==> src/rtl/mem_bist_march_ctrl.sv <==
// rtl/mem_bist_march_ctrl.sv - March C- BIST sequencer and compare engine for one single-port memory
//
// Ports:
//   bist_clk        clock
//   bist_reset      asynchronous, active-high reset
//   bist_start      start request, honoured only in IDLE or DONE
//   bist_en         memory access enable, high on every op cycle
//   bist_we         1 = write, 0 = read
//   bist_addr       memory address
//   bist_wr_data    write data; holds the expected value during reads
//   bist_rd_data    memory read data, valid RD_LAT cycles after the read op
//   bist_busy       test in progress (RUN or DRAIN)
//   bist_done       test complete, held until restart or reset
//   bist_pass       no miscompare seen; meaningful while bist_done=1
//   bist_fail_addr  address of the first miscompare
//   bist_fail_elem  march element index of the first miscompare
module mem_bist_march_ctrl #(
   parameter int ADDR_W = 2,
   parameter int DATA_W = 64,
   parameter int RD_LAT = 1
) (
   input  logic              bist_clk,
   input  logic              bist_reset,
   input  logic              bist_start,
   output logic              bist_en,
   output logic              bist_we,
   output logic [ADDR_W-1:0] bist_addr,
   output logic [DATA_W-1:0] bist_wr_data,
   input  logic [DATA_W-1:0] bist_rd_data,
   output logic              bist_busy,
   output logic              bist_done,
   output logic              bist_pass,
   output logic [ADDR_W-1:0] bist_fail_addr,
   output logic [2:0]        bist_fail_elem
);

   localparam logic [ADDR_W-1:0] ADDR_MAX = {ADDR_W{1'b1}};
   localparam logic [2:0]        LAST_ELEM = 3'd5;
   localparam logic [2:0]        DRAIN_LAST = 3'(RD_LAT - 1);
   localparam int                PL_OUT = RD_LAT - 1;

   typedef enum logic [1:0] {
      S_IDLE,
      S_RUN,
      S_DRAIN,
      S_DONE
   } state_t;

   state_t      state;
   logic [2:0]  elem;        // march element of the op currently on the bus
   logic        phase;       // 0 = first op at this address, 1 = second op
   logic [2:0]  drain_cnt;
   logic        fail_flag;

   // Compare pipeline: one stage per cycle of read latency. Since write data
   // is always all-0s or all-1s, one bit is enough to carry the expected value.
   logic [RD_LAT-1:0] pl_valid;
   logic [RD_LAT-1:0] pl_exp;
   logic [ADDR_W-1:0] pl_addr [RD_LAT];
   logic [2:0]        pl_elem [RD_LAT];

   logic              miscompare;
   logic [2:0]        nxt_elem;
   logic              nxt_phase;
   logic [ADDR_W-1:0] nxt_addr;
   logic              run_last;

   // E0 is a single write; E1..E4 are read-then-write; E5 is a single read.
   function automatic logic op_is_write(input logic [2:0] e, input logic ph);
      return (e == 3'd0) || ph;
   endfunction

   // Data bit for an op: reads carry the expected value, writes the new value.
   function automatic logic op_data(input logic [2:0] e, input logic ph);
      if (e == 3'd0)
         return 1'b0;
      else if (!ph)
         return (e == 3'd2) || (e == 3'd4);
      else
         return (e == 3'd1) || (e == 3'd3);
   endfunction

   function automatic logic elem_down(input logic [2:0] e);
      return e >= 3'd3;
   endfunction

   function automatic logic elem_last_phase(input logic [2:0] e, input logic ph);
      return ((e == 3'd0) || (e == LAST_ELEM)) ? 1'b1 : ph;
   endfunction

   assign miscompare = pl_valid[PL_OUT] &&
                       (bist_rd_data != {DATA_W{pl_exp[PL_OUT]}});

   // Next op in the march: step phase, then address, then element.
   always_comb begin
      nxt_elem  = elem;
      nxt_phase = 1'b0;
      nxt_addr  = bist_addr;
      run_last  = 1'b0;
      if (!elem_last_phase(elem, phase)) begin
         nxt_phase = 1'b1;
      end else if (elem_down(elem) ? (bist_addr != '0) : (bist_addr != ADDR_MAX)) begin
         nxt_addr = elem_down(elem) ? (bist_addr - 1'b1) : (bist_addr + 1'b1);
      end else if (elem != LAST_ELEM) begin
         nxt_elem = elem + 3'd1;
         // Explicit reload at each element boundary rather than relying on wrap.
         nxt_addr = elem_down(nxt_elem) ? ADDR_MAX : '0;
      end else begin
         run_last = 1'b1;
      end
   end

   always_ff @(posedge bist_clk or posedge bist_reset) begin
      if (bist_reset) begin
         state          <= S_IDLE;
         elem           <= '0;
         phase          <= 1'b0;
         drain_cnt      <= '0;
         fail_flag      <= 1'b0;
         pl_valid       <= '0;
         pl_exp         <= '0;
         for (int i = 0; i < RD_LAT; i++) begin
            pl_addr[i] <= '0;
            pl_elem[i] <= '0;
         end
         bist_en        <= 1'b0;
         bist_we        <= 1'b0;
         bist_addr      <= '0;
         bist_wr_data   <= '0;
         bist_busy      <= 1'b0;
         bist_done      <= 1'b0;
         bist_pass      <= 1'b0;
         bist_fail_addr <= '0;
         bist_fail_elem <= '0;
      end else begin
         // Track every read issued in RUN through the latency pipeline.
         pl_valid[0] <= (state == S_RUN) && !bist_we;
         pl_exp[0]   <= bist_wr_data[0];
         pl_addr[0]  <= bist_addr;
         pl_elem[0]  <= elem;
         for (int i = 1; i < RD_LAT; i++) begin
            pl_valid[i] <= pl_valid[i-1];
            pl_exp[i]   <= pl_exp[i-1];
            pl_addr[i]  <= pl_addr[i-1];
            pl_elem[i]  <= pl_elem[i-1];
         end

         // First miscompare is sticky; the test keeps running regardless.
         if (miscompare && !fail_flag) begin
            fail_flag      <= 1'b1;
            bist_fail_addr <= pl_addr[PL_OUT];
            bist_fail_elem <= pl_elem[PL_OUT];
         end

         case (state)
            S_IDLE, S_DONE: begin
               if (bist_start) begin
                  state          <= S_RUN;
                  bist_busy      <= 1'b1;
                  bist_done      <= 1'b0;
                  bist_pass      <= 1'b0;
                  fail_flag      <= 1'b0;
                  bist_fail_addr <= '0;
                  bist_fail_elem <= '0;
                  elem           <= '0;
                  phase          <= 1'b0;
                  bist_en        <= 1'b1;
                  bist_we        <= 1'b1;
                  bist_addr      <= '0;
                  bist_wr_data   <= '0;
               end
            end
            S_RUN: begin
               if (run_last) begin
                  state     <= S_DRAIN;
                  bist_en   <= 1'b0;
                  bist_we   <= 1'b0;
                  drain_cnt <= '0;
               end else begin
                  elem         <= nxt_elem;
                  phase        <= nxt_phase;
                  bist_addr    <= nxt_addr;
                  bist_we      <= op_is_write(nxt_elem, nxt_phase);
                  bist_wr_data <= {DATA_W{op_data(nxt_elem, nxt_phase)}};
               end
            end
            S_DRAIN: begin
               // The last read is compared on the same edge that leaves DRAIN,
               // so fold it into the pass result directly.
               if (drain_cnt == DRAIN_LAST) begin
                  state     <= S_DONE;
                  bist_busy <= 1'b0;
                  bist_done <= 1'b1;
                  bist_pass <= !(fail_flag || miscompare);
               end else begin
                  drain_cnt <= drain_cnt + 3'd1;
               end
            end
            default: state <= S_IDLE;
         endcase
      end
   end

endmodule
==> config.mk <==
export PLATFORM = sky130hd
export DESIGN_NAME = mem_bist_march_ctrl
export DESIGN_NICKNAME = d
export VERILOG_FILES = /design/src/rtl/mem_bist_march_ctrl.sv
export SDC_FILE = /design/constraint.sdc
export NUM_CORES = 1
export LEC_CHECK = 0
export BUFFER_PORTS_ARGS = -buffer_cell sky130_fd_sc_hd__buf_2
export CORE_MARGIN = 1.5
export CORE_UTILIZATION = 37
export CTS_BUF_LIST = sky130_fd_sc_hd__clkbuf_16
export CTS_CLUSTER_DIAMETER = 30
export DETAILED_ROUTE_END_ITERATION = 10
export PLACE_DENSITY = 0.73
export SYNTH_ARGS = -nofsm -noshare
export SYNTH_HDL_FRONTEND = slang
export SYNTH_SLANG_ARGS = --single-unit
==> constraint.sdc <==
create_clock -name bist_clk -period 2.55 [get_ports bist_clk]
set_input_delay 0.255 -clock bist_clk [delete_from_list [all_inputs] [get_ports bist_clk]]
set_output_delay 0.255 -clock bist_clk [all_outputs]
set_load 0.005 [all_outputs]
==> run metrics, run 1 <==
run status completed; Synth cell types 45; Sw Share 40.5%; Hold Crit Class input pin to async pin; Synth area leaders dfrtp_1, buf_4, ha_1, nand2_1, a21oi_1; CTS H-tree depth 2; post-DR vias/cell slightly below 5; Crit Path Max Fanout 5; total nets after synthesis 370; number of CTS-inserted buffers 5; Switch Pwr 0.00113 W; quantity of I/O buffers inserted on ports 142; Seq/Total Area, Yosys 30.4%; Finished Layout Cells 460; final core utilization 47.1%; part of the cycle the worst path needs 99.1%; crit path capture type flip-flop; fillcell total 633; Clock Skews 0.00346 ns; #FFs+latches synth 30; # DRC 0; # nets final around 460; Global Route Usage Sum around 15%; Post-Place Cells 452; initial antenna violation count 0; leakage power roughly 1.6 nW; post-route design area 3010 um^2; Syn Inst Count 293; Site Rows 29; RR Endpoint bist_wr_data[62]$_DFFE_PP0P_; maximum VDD drop between 500 and 600 uV; ANT nets after route 0; first-pass GRT wire length a little under 9000 um; post-DP HPWL 4530 um; clock period minus worst slack roughly 2.5 ns; Int Pwr approximately 0.0017 W; R2R cell count 8; Critical R2R Launch elem[1]$_DFFE_PP0P_; die area ~7000 um^2; router iterations before antenna repair 4; clock power share 18.9%; vias in the first global route between 2000 and 2500; global route overflow 0; Hold Fails Final Rpt 0; crit path kind flip-flop to flip-flop; wire length per cell 12.5 um; Worst R2R Setup Slack 0.02 ns; RePlAce Congestion 0.807; # IOs 143; Die Ht between 80 and 90 um; final worst setup slack 0.0226 ns; Post-synth EDFFs 0; Comb pwr share between 50 and 60%; Fmax slightly below 400 MHz; Critical Path AT approximately 2.7 ns; WL final 5760 um; share of layout cells above drive strength 1 45.4%; n_diodes 0; setup slack at placement 0.0260 ns; leading area contributor after synthesis dfrtp_1; Hold-fix buffers, CTS 0; Initial Util between 30% and 40%; area growth from synthesis to layout 21.9%; Max Buffers Root-to-Sink 2; WP data required between 2 and 3 ns; Mapped Area roughly 2500 um^2; max cap viols 0; Synth warnings 0; actual slew at the worst max-slew pin 0.529 ns; total clock sinks 30; final setup vio count 0; fraction of registers with async set/reset 100%; clk_lat worst skew 0.27 ns; core box area 6390 um^2; share of the synthesized area in the top cell type between 30 and 40%; share of power burned in registers 25.2%; most common cell after layout, fill and taps aside buf_2; CTS tree done; pwr/cell area roughly 930 nW/um^2; Vias 2274; hold_ws just under 0.06 ns; clock tree root driver cell clkbuf_16; syn avg cell area 8.43 um^2; CP Launch Type flip-flop; Synth Flop Type dfrtp_1; largest net degree at the start of global routing 66; Area after DPL 2850 um^2; DR iter-0 viols 55; Final Max Slew Viols 0; Rel. slew slack 64.5%; Die W 84.7 um; Reg clk slew, reported paths 0.05 ns; commonest non-fill, non-tap cells in the layout buf_2, nand2_1, dfrtp_1
==> layout make-up <==
class | count | area (um^2) | share of cell area [%]
well taps | 77 | 96.3 | 3.20
inverters | 14 | 52.6 | 1.75
flip-flops and latches | 30 | 752 | 25.0
repair buffers | 154 | 801 | 26.6
clock buffers | 5 | 125 | 4.16
multi-input cells | 179 | 1180 | 39.2
clock inverters | 1 | 3.75 | 0.125
==> metal layers <==
layer | vias up | part of all wire, % | global-route usage, %
li1 | 1176 | - | -
met1 | 1017 | 43 | 18.5
met4 | 0 | 0.69 | 3.67
met2 | 77 | 49 | 26.8
met5 | - | 0 | 0
met3 | 4 | 7.6 | 3.64
==> metrics by stage <==
stage               setup TNS (ns)  power [W]
floorplan                        0    0.00221
global placement                 0    0.00223
detailed placement               0    0.00226
CTS                              0    0.00281
global route               -0.0317    0.00303
finish                           0    0.00279
==> timing repair <==
item | 4_1_cts | 5_1_grt
setup buffers | 0 | 2
setup endpoints to repair | 0 | 3
resized for setup | 0 | 3
==> Yosys cell counts (6+ instances only) <==
library cell   n
dfrtp_1       30
buf_4         63
inv_1         14
ha_1          10
nor4_1         9
o22ai_1        6
nor3_1         9
or3_1          9
nand4_1        8
o21ai_0        7
clkbuf_1       6
or4_1          8
nor2_1        10
o31ai_1        7
nand3_1        9
nand2_1       31
a21oi_1       13
==> how the worst max path moves through the flow <==
stage / start / to / cells after the start
3_5_place_dp: elem[0]$_DFFE_PP0P_ / bist_wr_data[62]$_DFFE_PP0P_ / 8
2_1_floorplan: elem[0]$_DFFE_PP0P_ / bist_wr_data[62]$_DFFE_PP0P_ / 8
5_1_grt: elem[0]$_DFFE_PP0P_ / bist_wr_data[62]$_DFFE_PP0P_ / 8
4_1_cts: elem[0]$_DFFE_PP0P_ / bist_wr_data[62]$_DFFE_PP0P_ / 8
3_3_place_gp: elem[0]$_DFFE_PP0P_ / bist_wr_data[62]$_DFFE_PP0P_ / 8
6_report: elem[1]$_DFFE_PP0P_ / bist_wr_data[62]$_DFFE_PP0P_ / 8
==> power groups by stage <==
stage	logic, W	registers, W	clock network, W
after global placement	0.00153	0.000706	0
after CTS	0.00156	0.000703	0.000545
after floorplan	0.00145	0.000766	0
final	0.00156	0.000703	0.000528
after detailed placement	0.00155	0.000710	0
after global routing	0.00175	0.000722	0.000560
==> cells by family after synthesis <==
group	count (synthesis)	synth area share, %
and+or+nand+nor	103	21.7
DFF	30	30.4
xor gates and xnor gates	1	0.355
muxes	8	3.80
adders and majority gates	10	5.07
AOI/OAI and AO/OA	57	16.3
buffers and inverters	84	22.4
==> sequential cells by signal (all words and copies together) (netlist names) <==
signal          flops
pl_exp              1
fail_flag           1
bist_fail_addr      2
bist_fail_elem      3
phase               1
bist_busy           1
pl_elem             3
bist_wr_data        1
pl_valid            1
bist_addr           2
drain_cnt           3
state               2
pl_addr             2
bist_pass           1
bist_done           1
bist_en             1
elem                3
bist_we             1
==> worst max-delay path, stage by stage (launching register included) <==
cell and delay (ns):
dfrtp_1 0.38, ha_2 0.18, ha_1 0.17, a211o_1 0.31
mux2_4 0.34, or3_4 0.42, mux2_4 0.31, a211oi_2 0.21
o31ai_1 0.09
Power figures use the tool's default switching activity.
==> run 2, diff against run 1 <==
--- a/config.mk
+++ b/config.mk
@@ -7,11 +7,11 @@
 export LEC_CHECK = 0
 export BUFFER_PORTS_ARGS = -buffer_cell sky130_fd_sc_hd__buf_2
 export CORE_MARGIN = 1.5
-export CORE_UTILIZATION = 37
+export CORE_UTILIZATION = 40
 export CTS_BUF_LIST = sky130_fd_sc_hd__clkbuf_16
 export CTS_CLUSTER_DIAMETER = 30
 export DETAILED_ROUTE_END_ITERATION = 10
-export PLACE_DENSITY = 0.73
+export PLACE_DENSITY = 0.78
 export SYNTH_ARGS = -nofsm -noshare
 export SYNTH_HDL_FRONTEND = slang
 export SYNTH_SLANG_ARGS = --single-unit
==> constraint.sdc (replaced) <==
create_clock -name bist_clk -period 2.55 [get_ports bist_clk]
set_input_delay 0 -clock bist_clk [delete_from_list [all_inputs] [get_ports bist_clk]]
set_output_delay 0 -clock bist_clk [all_outputs]
set_load 0.005 [all_outputs]
==> run 2 against run 1 <==
Worst hold slack worse by 0.10 ns. Wire length up 4.2%. Clock skew about the same. Critical path depth unchanged. Fmax is essentially flat. Setup slack barely moved. Sequential share of layout area fell by 0.45 points. Sequential power down 2%. Register-to-register slack is essentially flat. First-iteration DRC count increased by 82%. Flip-flop and latch count unchanged. The run now ends with hold timing left.
==> run metrics, run 2 (synthesis gave the netlist of run 1 again) <==
Critical Path AT 2.69 ns (was 2.68 ns); critical path depth in cells 8 (unchanged); Fmax 396 MHz (about the same); maximum VDD drop 542 uV (was 588 uV); Critical R2R Launch elem[1]$_DFFE_PP0P_ (unchanged); Initial Util 41.5% (was 38.7%); Site Rows 28 (was 29); actual slew at the worst max-slew pin 0.999 ns (was 0.529 ns); Vias 2331 (was 2274); hold_ws -0.0464 ns (was 0.0581 ns); # DRC 0 (unchanged); max cap viols 0 (unchanged); pwr/cell area 951 nW/um^2 (was 927 nW/um^2); crit path kind flip-flop to flip-flop (unchanged); CP delay by family, top multiplexers (unchanged); leakage power 1.60 nW (was 1.58 nW); clk_lat worst skew 0.28 ns (was 0.27 ns); number of CTS-inserted buffers 5 (unchanged); global route overflow 0 (unchanged); setup slack at placement 0.0110 ns (was 0.0260 ns); WL final 6000 um (was 5760 um); router iterations before antenna repair 4 (unchanged); Final Max Slew Viols 0 (unchanged); RePlAce Congestion 0.921 (was 0.807); CTS tree done (unchanged); RR Endpoint bist_wr_data[62]$_DFFE_PP0P_ (unchanged); Hold Crit Class input pin to async pin (unchanged); CP Buf/Inv Count 0 (unchanged); crit path capture type flip-flop (unchanged); Reg clk slew, reported paths 0.05 ns (about the same); Hold Fails Final Rpt 26 (was 0); area growth from synthesis to layout 24.1% (was 21.9%); die area 6660 um^2 (was 7170 um^2); Max Buffers Root-to-Sink 2 (unchanged); part of the cycle the worst path needs 99.1% (about the same); Rel. slew slack 33.3% (was 64.5%); wire length per cell 13.1 um (was 12.5 um); post-DP HPWL 4610 um (was 4530 um); Global Route Usage Sum 16.3% (was 15.2%); vias in the first global route 2022 (was 2012); largest net degree at the start of global routing 66 (unchanged); total clock sinks 30 (unchanged); run status finished with violations (was completed); ANT nets after route 0 (unchanged); Die Ht 81.6 um (was 84.7 um); final setup vio count 0 (unchanged); DR iter-0 viols 100 (was 55); post-route design area 3070 um^2 (was 3010 um^2); WP data required 2.71 ns (was 2.70 ns); core box area 5960 um^2 (was 6390 um^2); clock period minus worst slack 2.53 ns (about the same); fillcell total 544 (was 633); # nets final 459 (was 461); worst setup path startpoint elem[1]$_DFFE_PP0P_ (unchanged); failing checks hold timing; R2R cell count 8 (unchanged); Clock Skews 0.00382 ns (was 0.00346 ns); Crit Path Max Fanout 5 (unchanged); Worst R2R Setup Slack 0.02 ns (about the same); n_diodes 0 (unchanged); clock tree root driver cell clkbuf_16 (unchanged); CTS H-tree depth 2 (unchanged); initial antenna violation count 0 (unchanged); RSZ-0062 raised after global routing yes; share of layout cells above drive strength 1 46.7% (was 45.4%); quantity of I/O buffers inserted on ports 142 (unchanged); CP max-delay cell or3_4 (unchanged); worst-path cell chain ha_4 > ha_4 > a211o_1 > mux2_4 > or3_4 > mux2_4 > a211oi_2 > o31ai_1 (was ha_2 > ha_1 > a211o_1 > mux2_4 > or3_4 > mux2_4 > a211oi_2 > o31ai_1); post-DR vias/cell 5.09 (was 4.94); # IOs 143 (unchanged); final worst setup slack 0.0229 ns (was 0.0226 ns); CP peak stage delay 0.43 ns (was 0.42 ns); most common cell after layout, fill and taps aside buf_2 (unchanged); Area after DPL 2840 um^2 (was 2850 um^2); CP Launch Type flip-flop (unchanged); Power Total 0.00292 W (was 0.00279 W); first-pass GRT wire length 8430 um (was 8830 um); Die W 81.6 um (was 84.7 um); commonest non-fill, non-tap cells in the layout buf_2, nand2_1, dfrtp_1 (unchanged)
## run 2: metal layers
layer | GRT usage, % | part of all wire, %
met5 | 0 | 0
met2 | 31.7 | 51
met4 | 7.97 | 3.1
met1 | 15.7 | 38
met3 | 4.44 | 7.5
## run 2: repair_timing
item,4_1_cts,5_1_grt
resized for setup,0,9
setup endpoints to repair,0,4
hold buffers,0,0
buffers inserted,0,1
## run 2: per-stage QoR
step | std cells | TNS (ns) | utilization, %
5_1_grt | 458 | -0.0246 | 51.5
3_5_place_dp | 449 | 0 | 47.7
2_1_floorplan | 293 | 0 | -
3_3_place_gp | 449 | 0 | 47.7
6_report | 458 | 0 | 51.5
4_1_cts | 457 | 0 | 50.5
## run 2: area by class of cell
| type | instances | area, um^2 | share of cell area [%] |
|---|---|---|---|
| multi-input combinational | 179 | 1220 | 39.7 |
| tap | 75 | 93.8 | 3.06 |
| inverter | 14 | 52.6 | 1.71 |
| clock inverter | 3 | 40.0 | 1.31 |
| sequential | 30 | 752 | 24.5 |
| timing repair buffer | 152 | 786 | 25.6 |
| clock buffer | 5 | 125 | 4.08 |
## run 2: power by group
| group | switching, W | internal (W) | total (W) |
|---|---|---|---|
| clock | 0.000206 | 0.000456 | 0.000662 |
| sequential | 0.0000976 | 0.000588 | 0.000686 |
| combinational | 0.000845 | 0.000724 | 0.00157 |
## run 2: worst max-delay path by stage
stage	endpoint
final	bist_wr_data[62]$_DFFE_PP0P_
after detailed placement	bist_wr_data[62]$_DFFE_PP0P_
after global routing	bist_wr_data[62]$_DFFE_PP0P_
after global placement	bist_wr_data[62]$_DFFE_PP0P_
after floorplan	bist_wr_data[62]$_DFFE_PP0P_
after CTS	bist_wr_data[62]$_DFFE_PP0P_
==> run 3, diff against run 2 <==
--- a/config.mk
+++ b/config.mk
@@ -6,12 +6,13 @@
 export NUM_CORES = 1
 export LEC_CHECK = 0
 export BUFFER_PORTS_ARGS = -buffer_cell sky130_fd_sc_hd__buf_2
-export CORE_MARGIN = 1.5
 export CORE_UTILIZATION = 40
 export CTS_BUF_LIST = sky130_fd_sc_hd__clkbuf_16
 export CTS_CLUSTER_DIAMETER = 30
 export DETAILED_ROUTE_END_ITERATION = 10
+export MAX_ROUTING_LAYER = met4
 export PLACE_DENSITY = 0.78
 export SYNTH_ARGS = -nofsm -noshare
 export SYNTH_HDL_FRONTEND = slang
 export SYNTH_SLANG_ARGS = --single-unit
+export TNS_END_PERCENT = 30
==> run 3 against run 2 <==
The flow now finishes without violations. Setup slack lost 0.0026 ns. Utilization fell by 0.34 points. Global-route usage up 0.73 points. Wire length fell by 2.3%. Total power fell by 3.5%. Clock skew up 0.0013 ns. Final cell count stayed put. Count of clock-buffer cells in the layout is the same. Combinational power hardly changed. Critical path depth grew 1. First-iteration DRC count grew 22%.
==> run metrics, run 3 (synthesis gave the netlist of run 1 again) <==
router iterations before antenna repair 4 (unchanged); WP data required 2.73 ns (was 2.71 ns); clk_lat worst skew 0.27 ns (was 0.28 ns); Hold Path Origin bist_start; actual slew at the worst max-slew pin 0.458 ns (was 0.999 ns); Worst Hold Depth 3; Hold Fails Final Rpt 0 (was 26); Site Rows 28 (unchanged); DR iter-0 viols 122 (was 100); leakage power 1.59 nW (was 1.60 nW); max cap viols 0 (unchanged); Worst R2R Setup Slack 0.02 ns (about the same); Finished Layout Cells 458 (unchanged); Reg clk slew, reported paths 0.05 ns (about the same); first-pass GRT wire length 8380 um (was 8430 um); global route overflow 0 (unchanged); run status completed (was finished with violations); CTS tree done (unchanged); Critical R2R Launch elem[1]$_DFFE_PP0P_ (unchanged); Crit Path Max Fanout 5 (unchanged); Clock Skews 0.00516 ns (was 0.00382 ns); wire length per cell 12.8 um (was 13.1 um); post-DP HPWL 4540 um (was 4610 um); RR Endpoint bist_wr_data[62]$_DFFE_PP0P_ (unchanged); setup slack at placement 0.0145 ns (was 0.0110 ns); Critical Path AT 2.71 ns (was 2.69 ns); initial antenna violation count 0 (unchanged); n_diodes 0 (unchanged); Fmax 395 MHz (was 396 MHz); Max Buffers Root-to-Sink 2 (unchanged); Area after DPL 2840 um^2 (unchanged); fillcell total 532 (was 544); crit path capture type flip-flop (unchanged); Die Ht 80.6 um (was 81.6 um); clock tree root driver cell clkbuf_16 (unchanged); Final Max Slew Viols 0 (unchanged); quantity of I/O buffers inserted on ports 142 (unchanged); largest net degree at the start of global routing 66 (unchanged); Post-Place Cells 449 (unchanged); most common cell after layout, fill and taps aside buf_2 (unchanged); Global Route Usage Sum 17.1% (was 16.3%); area growth from synthesis to layout 23.3% (was 24.1%); vias in the first global route 1996 (was 2022); crit path kind flip-flop to flip-flop (unchanged); final worst setup slack 0.0203 ns (was 0.0229 ns); R2R cell count 9 (was 8); post-route design area 3050 um^2 (was 3070 um^2); maximum VDD drop 548 uV (was 542 uV); Vias 2345 (was 2331); share of layout cells above drive strength 1 46.5% (was 46.7%); final setup vio count 0 (unchanged); CP Launch Type flip-flop (unchanged); ANT nets after route 0 (unchanged); CTS H-tree depth 2 (unchanged); Hold Crit Class input pin to flip-flop (was input pin to async pin); die area 6490 um^2 (was 6660 um^2); Rel. slew slack 69.2% (was 33.3%); Initial Util 41.5% (unchanged); # IOs 143 (unchanged); RSZ-0062 raised after global routing yes (unchanged); part of the cycle the worst path needs 99.2% (was 99.1%); # nets final 460 (was 459); pwr/cell area 924 nW/um^2 (was 951 nW/um^2); number of CTS-inserted buffers 5 (unchanged); core box area 5960 um^2 (unchanged); commonest non-fill, non-tap cells in the layout buf_2, nand2_1, dfrtp_1 (unchanged); Die W 80.6 um (was 81.6 um); total clock sinks 30 (unchanged); WHS Endpoint bist_pass$_DFFE_PP0P_; TNS Setup 0 ns (unchanged); WL final 5870 um (was 6000 um); RePlAce Congestion 0.941 (was 0.921); worst setup path startpoint elem[1]$_DFFE_PP0P_ (unchanged); clock period minus worst slack 2.53 ns (about the same); final core utilization 51.1% (was 51.5%); # DRC 0 (unchanged); post-DR vias/cell 5.12 (was 5.09)
==> run 3: per-layer routing <==
layer	wire [um]	up-vias	global-route usage, %
met5	0	-	-
met4	55	0	5.89
met3	409	6	3.64
met2	3100	95	32.8
met1	2300	1067	16.8
li1	-	1177	-
==> run 3: final cells by class <==
cell class / instances / area [um^2] / area share [%]
clock inverter: 2 / 10.0 / 0.329
tap: 75 / 93.8 / 3.08
clock buffer: 5 / 125 / 4.11
inverter: 14 / 52.6 / 1.73
timing repair buffer: 153 / 796 / 26.1
multi-input combinational: 179 / 1220 / 39.9
sequential: 30 / 752 / 24.7
==> run 3: worst max-delay path by stage <==
stage | end | slack (ns) | cells past startpoint
6_report | bist_wr_data[62]$_DFFE_PP0P_ | 0.02 | 9
2_1_floorplan | bist_wr_data[62]$_DFFE_PP0P_ | 0.02 | 8
3_5_place_dp | bist_wr_data[62]$_DFFE_PP0P_ | 0.01 | 8
3_3_place_gp | bist_wr_data[62]$_DFFE_PP0P_ | 0.08 | 8
5_1_grt | bist_wr_data[62]$_DFFE_PP0P_ | -0.08 | 9
4_1_cts | bist_wr_data[62]$_DFFE_PP0P_ | 0.005 | 8
==> run 3: worst max-delay path, cell delays in order, from the launching register on <==
cell and delay [ns]:
dfrtp_1 0.40, ha_4 0.18, ha_4 0.14, a211o_1 0.30, mux2_4 0.34, or3_4 0.43, buf_4 0.15, xnor2_1 0.18
a21oi_1 0.09, o31ai_1 0.23
==> run 3: per-stage QoR <==
| stage | power [W] | hold WS (ns) |
|---|---|---|
| after floorplan | 0.00221 | 0.0907 |
| after global placement | 0.00221 | 0.0978 |
| after detailed placement | 0.00225 | 0.102 |
| after CTS | 0.00281 | 0.0567 |
| after global routing | 0.00305 | 0.0793 |
| final | 0.00281 | 0.0575 |
==> run 3: repair_timing <==
action | CTS | global route
setup endpoints to repair | 0 | 4
hold buffers | 1 | 0
endpoints found under the hold margin | 30 | 0
resized for setup | 0 | 10
buffers inserted | 0 | 1
==> run 3: report_power, final <==
group	switching [W]	internal [W]
combinational	0.000860	0.000728
sequential	0.0000967	0.000588
clock	0.000190	0.000350
